**src/rtl/async_input_ctrl.sv**
```systemverilog
// rtl/async_input_ctrl.sv - synchronized, debounced async inputs with a round-robin edge event slot
module async_input_ctrl #(
  parameter int N      = 4,
  parameter int STAGES = 2,
  parameter int DEB_W  = 8,
  localparam int CW    = (N > 1) ? $clog2(N) : 1
) (
  input  logic             clk,
  input  logic             rst,
  input  logic [N-1:0]     async_in,
  input  logic [DEB_W-1:0] deb_limit,
  input  logic [N-1:0]     irq_mask,
  output logic [N-1:0]     state_out,
  output logic             evt_valid,
  input  logic             evt_ready,
  output logic [CW-1:0]    evt_chan,
  output logic             evt_rise,
  output logic [N-1:0]     ovf,
  input  logic [N-1:0]     ovf_clr,
  output logic             irq
);

  logic [STAGES-1:0] chain [N];
  logic [DEB_W-1:0]  cnt   [N];
  logic [N-1:0]      sync;
  logic [N-1:0]      chg;
  logic [N-1:0]      pend, pdir;
  logic [N-1:0]      pend_n, pdir_n, ovf_n, take;
  logic [CW-1:0]     last_grant, gidx;
  logic              found, load;

  // Bare flop chain per bit; stage 0 takes the pin, stage STAGES-1 feeds the debouncer.
  always_ff @(posedge clk) begin
    for (int i = 0; i < N; i++) begin
      if (rst) chain[i] <= '0;
      else     chain[i] <= {chain[i][STAGES-2:0], async_in[i]};
    end
  end

  always_comb begin
    sync = '0;
    chg  = '0;
    for (int i = 0; i < N; i++) begin
      sync[i] = chain[i][STAGES-1];
      chg[i]  = (sync[i] != state_out[i]) && (cnt[i] == deb_limit);
    end
  end

  always_ff @(posedge clk) begin
    for (int i = 0; i < N; i++) begin
      if (rst) begin
        cnt[i]       <= '0;
        state_out[i] <= 1'b0;
      end else if (sync[i] == state_out[i]) begin
        cnt[i] <= '0;
      end else if (chg[i]) begin
        cnt[i]       <= '0;
        state_out[i] <= sync[i];
      end else begin
        cnt[i] <= cnt[i] + 1'b1;
      end
    end
  end

  // Round-robin search begins just after the last granted channel.
  always_comb begin
    load  = !evt_valid || evt_ready;
    found = 1'b0;
    gidx  = '0;
    for (int k = 1; k <= N; k++) begin
      if (!found && pend[(int'(last_grant) + k) % N]) begin
        found = 1'b1;
        gidx  = CW'((int'(last_grant) + k) % N);
      end
    end
    take = '0;
    if (load && found) take[gidx] = 1'b1;
  end

  // A fresh edge always re-arms pend; it only counts as lost if the old one was not taken.
  always_comb begin
    pend_n = (pend & ~take) | chg;
    ovf_n  = (ovf & ~ovf_clr) | (chg & pend & ~take);
    pdir_n = pdir;
    for (int i = 0; i < N; i++) begin
      if (chg[i]) pdir_n[i] = sync[i];
    end
  end

  always_ff @(posedge clk) begin
    if (rst) begin
      pend       <= '0;
      pdir       <= '0;
      ovf        <= '0;
      evt_valid  <= 1'b0;
      evt_chan   <= '0;
      evt_rise   <= 1'b0;
      irq        <= 1'b0;
      last_grant <= CW'(N - 1);
    end else begin
      pend <= pend_n;
      pdir <= pdir_n;
      ovf  <= ovf_n;
      irq  <= (|(pend & irq_mask)) | (evt_valid & irq_mask[evt_chan]);
      if (load) begin
        evt_valid <= found;
        if (found) begin
          evt_chan   <= gidx;
          evt_rise   <= pdir[gidx];
          last_grant <= gidx;
        end
      end
    end
  end

endmodule

```
**config.mk**
```make
export PLATFORM = sky130hd
export DESIGN_NAME = async_input_ctrl
export DESIGN_NICKNAME = d
export VERILOG_FILES = /design/src/rtl/async_input_ctrl.sv
export SDC_FILE = /design/constraint.sdc
export NUM_CORES = 1
export LEC_CHECK = 0
export CORE_MARGIN = 4
export CORE_UTILIZATION = 50
export DETAILED_ROUTE_END_ITERATION = 7
export PLACE_DENSITY_LB_ADDON = 0.15
export SLEW_MARGIN = 10
export SYNTH_ARGS = -nofsm -noshare
export SYNTH_HDL_FRONTEND = slang
export SYNTH_SLANG_ARGS = --single-unit
```
**constraint.sdc**
```tcl
create_clock -name clk -period 4 [get_ports clk]
set_input_delay 0.6 -clock clk [delete_from_list [all_inputs] [get_ports clk]]
set_output_delay 0.6 -clock clk [all_outputs]
set_load 0.1 [all_outputs]
```
==> results_dict.tcl <==
set metrics [dict create \
    status "complete, no violations" \
    power_frac_comb_pct 8.0 \
    maxSlewHeadroom_pct 34.6 \
    antennaDiodeCount 0 \
    yosysTopAreaCell "edfxtp_1" \
    yosys_register_bits 62 \
    synthFlopType "edfxtp_1" \
    clock_skew_ps 3.21 \
    vias 2270 \
    drv_cap 0 \
    hold_viol_final 0 \
    finalCriticalPeriod_ps 2510 \
    grt_use_met2_pct 27.1 \
    ys_seq_area_share_pct 49.1 \
    p_sw_share_pct 22.6 \
    worstSetupStartpointType "flip-flop" \
    vias_per_cell 4.97 \
    grt.total_usage_pct 17.3 \
    path_cells "clkdlybuf4s50_1" \
    cts_tree "built" \
    cts_sinks 62 \
    num-fill-cells 527 \
    gp_congestion 0.793 \
    ant_nets 0 \
    cts-root-buf "clkbuf_8" \
    syn_inst 314 \
    cp-startpoint "state_out[2]" \
    wl_per_cell_um 13.2 \
    busiest_layer "met2" \
    r2r_slack_ps 2210 \
    syn_area_per_cell_sq_um 10.1 \
    multi_input_area_sq_um 1630 \
    rows 28 \
    cts_setup_buffers 0 \
    synth_edf_count 32 \
    reg2reg_to "evt_rise" \
    crit_fanout 4 \
    grt_pass1_vias 2205 \
    powerDensity_nw_per_um2 346 \
    layout_common_cells "nor2_1 (45), xnor2_1 (44), clkdlybuf4s50_1 (35)" \
    end_kind "primary output" \
    met3_usage_pct 4.89 \
    rsz0062_at_grt "no" \
    criticalPathCategory "flip-flop to primary output" \
    final_common_cell "nor2_1" \
    drv_slew 0 \
    post_cts_resized 0 \
    ys_types 39 \
    clock.fmax_mhz 398 \
    ir_drop_uv 308 \
    regToRegStartpoint "pend[1]" \
    path_buf_inv 1 \
    p_sw_mw 0.303 \
    die_area_sq_um 7700 \
    drc 0 \
    crit_path_end "state_out[2]" \
    tightest_slew_ps 978 \
    core_sq_um 6060 \
    finalCritPeriodShare_pct 62.8 \
    crit_path_top_delay_cell "clkdlybuf4s50_1" \
    rr_worst_depth 5 \
    routed_wl_um 6010 \
    crit_family "buffers and inverters" \
    synthesis.area_sq_um 3180 \
    worstPathRequired_ps 3400 \
    p_leak_nw 1.36 \
    max_stage_delay_ps 1170 \
    die_height_um 87.7 \
    p_int_mw 1.04 \
    synth_top_area_share_pct 30.2 \
    worstPathArrival_ps 1910 \
    grt.overflow.total 0 \
    holdCritPathClass "flip-flop to flip-flop" \
    numCtsBuffers 9 \
    htreeDepth 3 \
    use_met1_pct 22.1 \
    cp_num_cells 1 \
    drt-pass1-iter-count 4 \
    synthTopCellsByArea "edfxtp_1 (30%), dfxtp_1 (19%), xnor2_1 (12%), nor2_1 (5.3%), xor2_1 (4.4%)" \
    async_flop_share_pct 0 \
    cts.path.max_buffers 2 \
    num_io_pins 36 \
    final-seq-area_sq_um 1560 \
    antenna_found_initial 0 \
    p_clk_share_pct 38.8 \
    fin_hold_ws_ps 442 \
    numPortBuffers 35 \
    drt-initial-drc-count 70 \
    insertion_delay_ps 340 \
    grt_pass1_wl_um 10200 \
    nets 404 \
    grt_max_degree 21 \
    fp.dieW_um 87.7 \
    finalSetupViolations 0 \
    syn_to_final_growth_pct 21.8 \
    layout-drive-gt1-share_pct 4.97 \
    dpl.hpwl_um 4630 \
    seqPwrFrac_pct 53.2 \
    cts_hold_buf 0 \
    path_clk_slew_ps 70 \
    start_util_pct 52.5 \
    fin_tns_setup_ps 0 \
    yosys_warnings 0 \
]
[cell usage after synthesis, drive strengths merged (2+ instances only)]
library cell and count:
a21oi 13, a22oi 2, and3 9, buf 4
clkbuf 11, dfxtp 30, edfxtp 32, ha 4
inv 10, mux2i 8, nand2 8, nand2b 4
nand3 15, nand3b 4, nand4 8, nor2 45
nor2b 11, nor3 2, nor4 3, o21ai 10
o31ai 4, or3 6, xnor2 44, xor2 16
[kinds of logic after synthesis]
group | share of synthesized area, %
AOI/OAI and AO/OA | 7.67
buffers and inverters | 3.38
DFF | 49.1
other | 0.118
adders and majority gates | 1.57
xor gates and xnor gates | 16.5
muxes | 3.23
and+or+nand+nor | 18.4
[flip-flops by register name (all words and copies together) (netlist names)]
signal      cells
pdir            3
last_grant      2
chain           8
cnt            32
evt_rise        1
ovf             4
irq             1
pend            4
state_out       4
evt_chan        2
evt_valid       1
[layout make-up]
class,instances,area share [%]
clock inverters,4,0.452
flip-flops and latches,62,40.3
repair buffers,36,9.24
inverters,10,0.970
well taps,75,2.42
clock buffers,12,4.56
multi-input cells,258,42.0
[power by group through the flow]
stage | combinational [mW] | sequential, mW | clock (mW)
final | 0.107 | 0.712 | 0.520
after global routing | 0.120 | 0.716 | 0.566
after CTS | 0.108 | 0.713 | 0.533
after detailed placement | 0.107 | 0.727 | 0
after global placement | 0.106 | 0.726 | 0
after floorplan | 0.0751 | 0.720 | 0
[metrics by stage]
step	total power [mW]	util [%]	instances	setup WS [ps]	cell area, sq um
6_report	1.34	63.9	457	1490	3870
5_1_grt	1.40	63.9	457	1410	3870
4_1_cts	1.35	63.9	457	1460	3870
3_5_place_dp	0.834	60.7	441	1470	3680
3_3_place_gp	0.832	60.7	441	1490	3680
2_1_floorplan	0.796	-	345	2120	3300
[metal layers]
metal | vias up | routed length [um]
met5 | - | 0
met1 | 1045 | 2800
met4 | 0 | 178
met3 | 16 | 209
met2 | 30 | 2820
li1 | 1179 | -
[worst min-delay path by stage]
stage | depth (start not counted) | endpoint | start
6_report | 1 | chain[1][1] | chain[1][0]
5_1_grt | 1 | chain[1][1] | chain[1][0]
4_1_cts | 1 | chain[1][1] | chain[1][0]
3_5_place_dp | 1 | chain[1][1] | chain[1][0]
3_3_place_gp | 1 | chain[1][1] | chain[1][0]
2_1_floorplan | 1 | chain[0][1] | chain[0][0]
Note: power is estimated with default switching activity, not from simulation.
==> patch 1 (config.mk and constraints unchanged) <==
The parameter `N` goes from 4 to 8.
--- a/src/rtl/async_input_ctrl.sv
+++ b/src/rtl/async_input_ctrl.sv
@@ -1,5 +1,5 @@
 // rtl/async_input_ctrl.sv - synchronized, debounced async inputs with a round-robin edge event slot
 module async_input_ctrl #(
-  parameter int N      = 4,
+  parameter int N      = 8,
   parameter int STAGES = 2,
   parameter int DEB_W  = 8,
Ports: changed (6 resized); port bits go from 36 to 57. No check against the original RTL was run, so the function may have changed too.
==> patch 1 against the original RTL <==
Die area is 97% higher; routed wire length grew to 2.6 times the old value; power grew 130%; area after synthesis is 110% higher; worst setup slack got worse by 1100 ps; via count grew 120%; clock power grew to 3.0 times the old value; cell area up 110%; critical path depth is 9 higher; combinational power grew 93%; sequential cell count up 51.
==> patch 1: results (changes against the original RTL) <==
- Crit-path max FO: 13 (+9)
- Wire per inst: 16.1 um (+22%)
- Filler Cells Inserted: 1076 (+100%)
- Reg2Reg Depth: 10 (+5)
- Worst slew margin: 34.5% (-0.044 points)
- Layout non-clock buf frac: 7.27% (-2.0 points)
- Final RePlAce weighted congestion: 0.857 (+8.1%)
- Number of synthesized flops with an enable pin: 64 (+100%)
- Clock buf/inv share: 7.56% (+2.5 points)
- Fin nets: 821 (+100%)
- Status: completed
- Layout cells sized above 1: 8.75% (+3.8 points)
- Non-clk bufs: 61 (+69%)
- Seq/Total Area, Yosys: 43.8% (-5.3 points)
- Via density per instance: 5.31 (+6.9%)
- Synth cell count leaders: nor2_1, xor2_1, edfxtp_1, xnor2_1, dfxtp_1
- Area used by multi-input combinational logic: 3800 um^2 (+130%)
- GRT Util Overall: 21.6% (+4.3 points)
- CTS root buf: clkbuf_16
- H-tree levels: 4 (+1)
- Largest regs: cnt: 64 flops, chain: 16 flops
- Post-DP HPWL: 11.1 mm (+140%)
- Reg clk slew, reported paths: 50 ps (-20 ps)
- Number of distinct library cells after synthesis: 60 (+54%)
- Reg-to-Reg Start: last_grant[0]
- Placed cell count: 929 (+110%)
[patch 1: changes by cell type after synthesis, sizes merged, moves of 14 or more]
| cell | change |
|---|---|
| dfxtp | +19 |
| edfxtp | +32 |
| mux2i | +14 |
| nand2 | +27 |
| nand3 | +33 |
| nor2 | +63 |
| o21ai | +16 |
| xor2 | +57 |
[patch 1: worst min-delay path by stage]
stage	start	endpoint	slack (ps)	depth (start not counted)
after floorplan	chain[0][0]	chain[0][1]	410	1
after CTS	chain[0][6]	chain[0][7]	440	1
final	chain[0][6]	chain[0][7]	430	1
after detailed placement	chain[0][6]	chain[0][7]	430	1
after global placement	chain[1][4]	chain[1][5]	420	1
after global routing	chain[0][2]	chain[0][3]	460	1
[patch 1: critical path, cell delays in order, from the launching register on]
cell and delay, ps:
dfxtp_1 320, inv_1 80, ha_1 600, mux2_2 400, mux4_2 530, mux2i_1 260, a2111oi_2 120, a2111oi_2 390
o21ai_2 250, o41ai_2 450, o21ai_1 100
[patch 1: through the flow]
step,setup WS (ps),util (%)
after floorplan,461,-
after global placement,492,58.8
after detailed placement,394,58.8
after CTS,381,63.6
after global routing,94.4,63.6
final,379,63.6
[patch 1: per-layer routing]
| layer | wire length [um] | up-vias |
|---|---|---|
| met5 | 0 | - |
| met4 | 263 | 0 |
| met3 | 702 | 27 |
| met2 | 7550 | 116 |
| met1 | 6960 | 2452 |
| li1 | - | 2509 |
[patch 1: cells by family (layout without fill, tap and decap cells)]
group	count (synthesis)	after routing	share of synthesized area [%]
simple gates	267	267	19.1
xor+xnor	123	123	16.2
flops	113	113	43.8
compound gates	65	65	7.15
mux	44	44	9.23
buf+inv	36	103	2.51
fa+ha+maj	10	10	1.89
other cells	1	64	0.0566
==> patch 2 (same flow settings) <==
Without the edit above. Make the reset (`rst`) asynchronous in one clocked block.
--- a/src/rtl/async_input_ctrl.sv
+++ b/src/rtl/async_input_ctrl.sv
@@ -88,5 +88,5 @@
   end
 
-  always_ff @(posedge clk) begin
+  always_ff @(posedge clk or posedge rst) begin
     if (rst) begin
       pend       <= '0;
Function: not settled (the Yosys comparison gave no result); the edit may change what the design does.
==> patch 2 against the original RTL <==
Worst setup slack got worse by 24 ps; routed wire length up 9.2%; area after synthesis is 2.4% higher; fmax is 0.94% lower; cell area is 4.6% higher; sequential cell count is 1 higher; synthesized cell count down 1.9%; critical path type unchanged.
Power is not compared: it rests on default switching activity, and its combinational part moved more than twofold at a synthesized area within 25%.
==> patch 2: results (changes against the original RTL) <==
- Slowest Stage Delay on Critical Path: 1170 ps (about the same)
- Final Skew: 8.79 ps (+5.58 ps)
- Input/output buffers: 35 (unchanged)
- Layout non-clock buf frac: 8.66% (-0.59 points)
- Synth Area in XOR/XNOR: 16.1% (-0.39 points)
- Critical Path AT: 1940 ps (+30 ps)
- Synth top area cells: edfxtp_1, xor2_1, dfrtp_1
- Die area: 7870 um^2 (+2.2%)
- Comb_multi_in: 263 (+1.9%)
- Net Sw Frac: 31.3%
- Met1 Track Usage GR: 25.3% (+3.2 points)
- Fin nets: 410 (+1.5%)
- Crit-path max FO: 5 (+1)
- DR pass1 iterations: 4 (unchanged)
- Seq/Total Area, Yosys: 51.6% (+2.5 points)
- DRT iter0 DRCs: 103 (+47%)
- Placed cell count: 449 (+1.8%)
- Non-clk bufs: 35 (-2.8%)
- Sequential cell area share: 41.5% (+1.1 points)
- GR Util met2: 28.8% (+1.7 points)
- Post-DP HPWL: 4.88 mm (+5.5%)
- Clk Latency, worst-skew pair: 340 ps (about the same)
- Met3 Use GR: 3.35% (-1.5 points)
- Number of distinct library cells after synthesis: 37 (-5.1%)
- Routed metal-1 wire length: 3.21 mm (+15%)
- Num sequential: 63 (+1.6%)
- WL met2: 3.00 mm (+6.1%)
- Layout cells sized above 1: 7.73% (+2.8 points)
- Avg Cell Area, Syn: 10.6 um^2 (+4.4%)
- Synth Area in Adders: 1.54% (-0.037 points)
- Largest net degree at the start of global routing: 20 (-4.8%)
- Synth cell count leaders: xor2_1, nor2_1, edfxtp_1, nand3_1, nand2_1
- Signal inverters: 11 (+1)
- Filler Cells Inserted: 536 (+1.7%)
- Wire per inst: 14.1 um (+7.3%)
- Post-CTS Resized: 0 (unchanged)
- Complex-gate fraction of the synthesized area: 6.30% (-1.4 points)
- Global-route wire length before repair: 11.1 mm (+9.3%)
- Worst slew margin: 34.6% (about the same)
- Mux share of post-synthesis cell area: 2.23% (-1.0 points)
- Post-Route WL: 6.57 mm (+9.2%)
- Async set-reset flop share out of synthesis: 30.2% (+30 points)
- Clock buf/inv share: 5.87% (+0.86 points)
- Status: completed
- CLK BUF: 10 (-2)
- Met3 wire length: 198 um (-5.3%)
- Final RePlAce weighted congestion: 0.829 (+4.6%)
- Number of global-route vias before repair: 2355 (+6.8%)
- Via density per instance: 5.10 (+2.7%)
- GRT Util Overall: 18.7% (+1.4 points)
- Syn-to-layout area delta: 24.3%
- Area used by multi-input combinational logic: 1640 um^2 (+1.0%)
- Placed cell area: 3810 um^2 (+3.6%)
- Setup WS pre-CTS: 1430 ps (-38.9 ps)
-- patch 2: cell count changes after synthesis, moves of 10 or more --
| cell | before | now |
|---|---|---|
| dfxtp_1 | 30 | 12 |
| nand3_1 | 15 | 25 |
| xor2_1 | 16 | 52 |
| dfrtp_1 | 0 | 17 |
| xnor2_1 | 44 | 8 |
| nand2_1 | 8 | 20 |
-- patch 2: worst register-to-register path: stages, from the launching register on --
cell	delay (ps)
edfxtp_1	500
xor2_1	210
nor4_2	400
nand2_1	190
nand2_1	250
nor2_1	80
-- patch 2: final timing paths --
path	depth (start not counted)	startpoint	slack, ps	endpoint
max in group asynchronous	2	rst	2190	evt_rise
min in group asynchronous	2	rst	1330	pdir[1]
setup reg to reg	5	cnt[3][3]	2120	cnt[3][7]
setup / recovery	1	state_out[3]	1460	state_out[3]
hold reg to reg	1	chain[1][0]	440	chain[1][1]
hold / removal	1	chain[1][0]	440	chain[1][1]
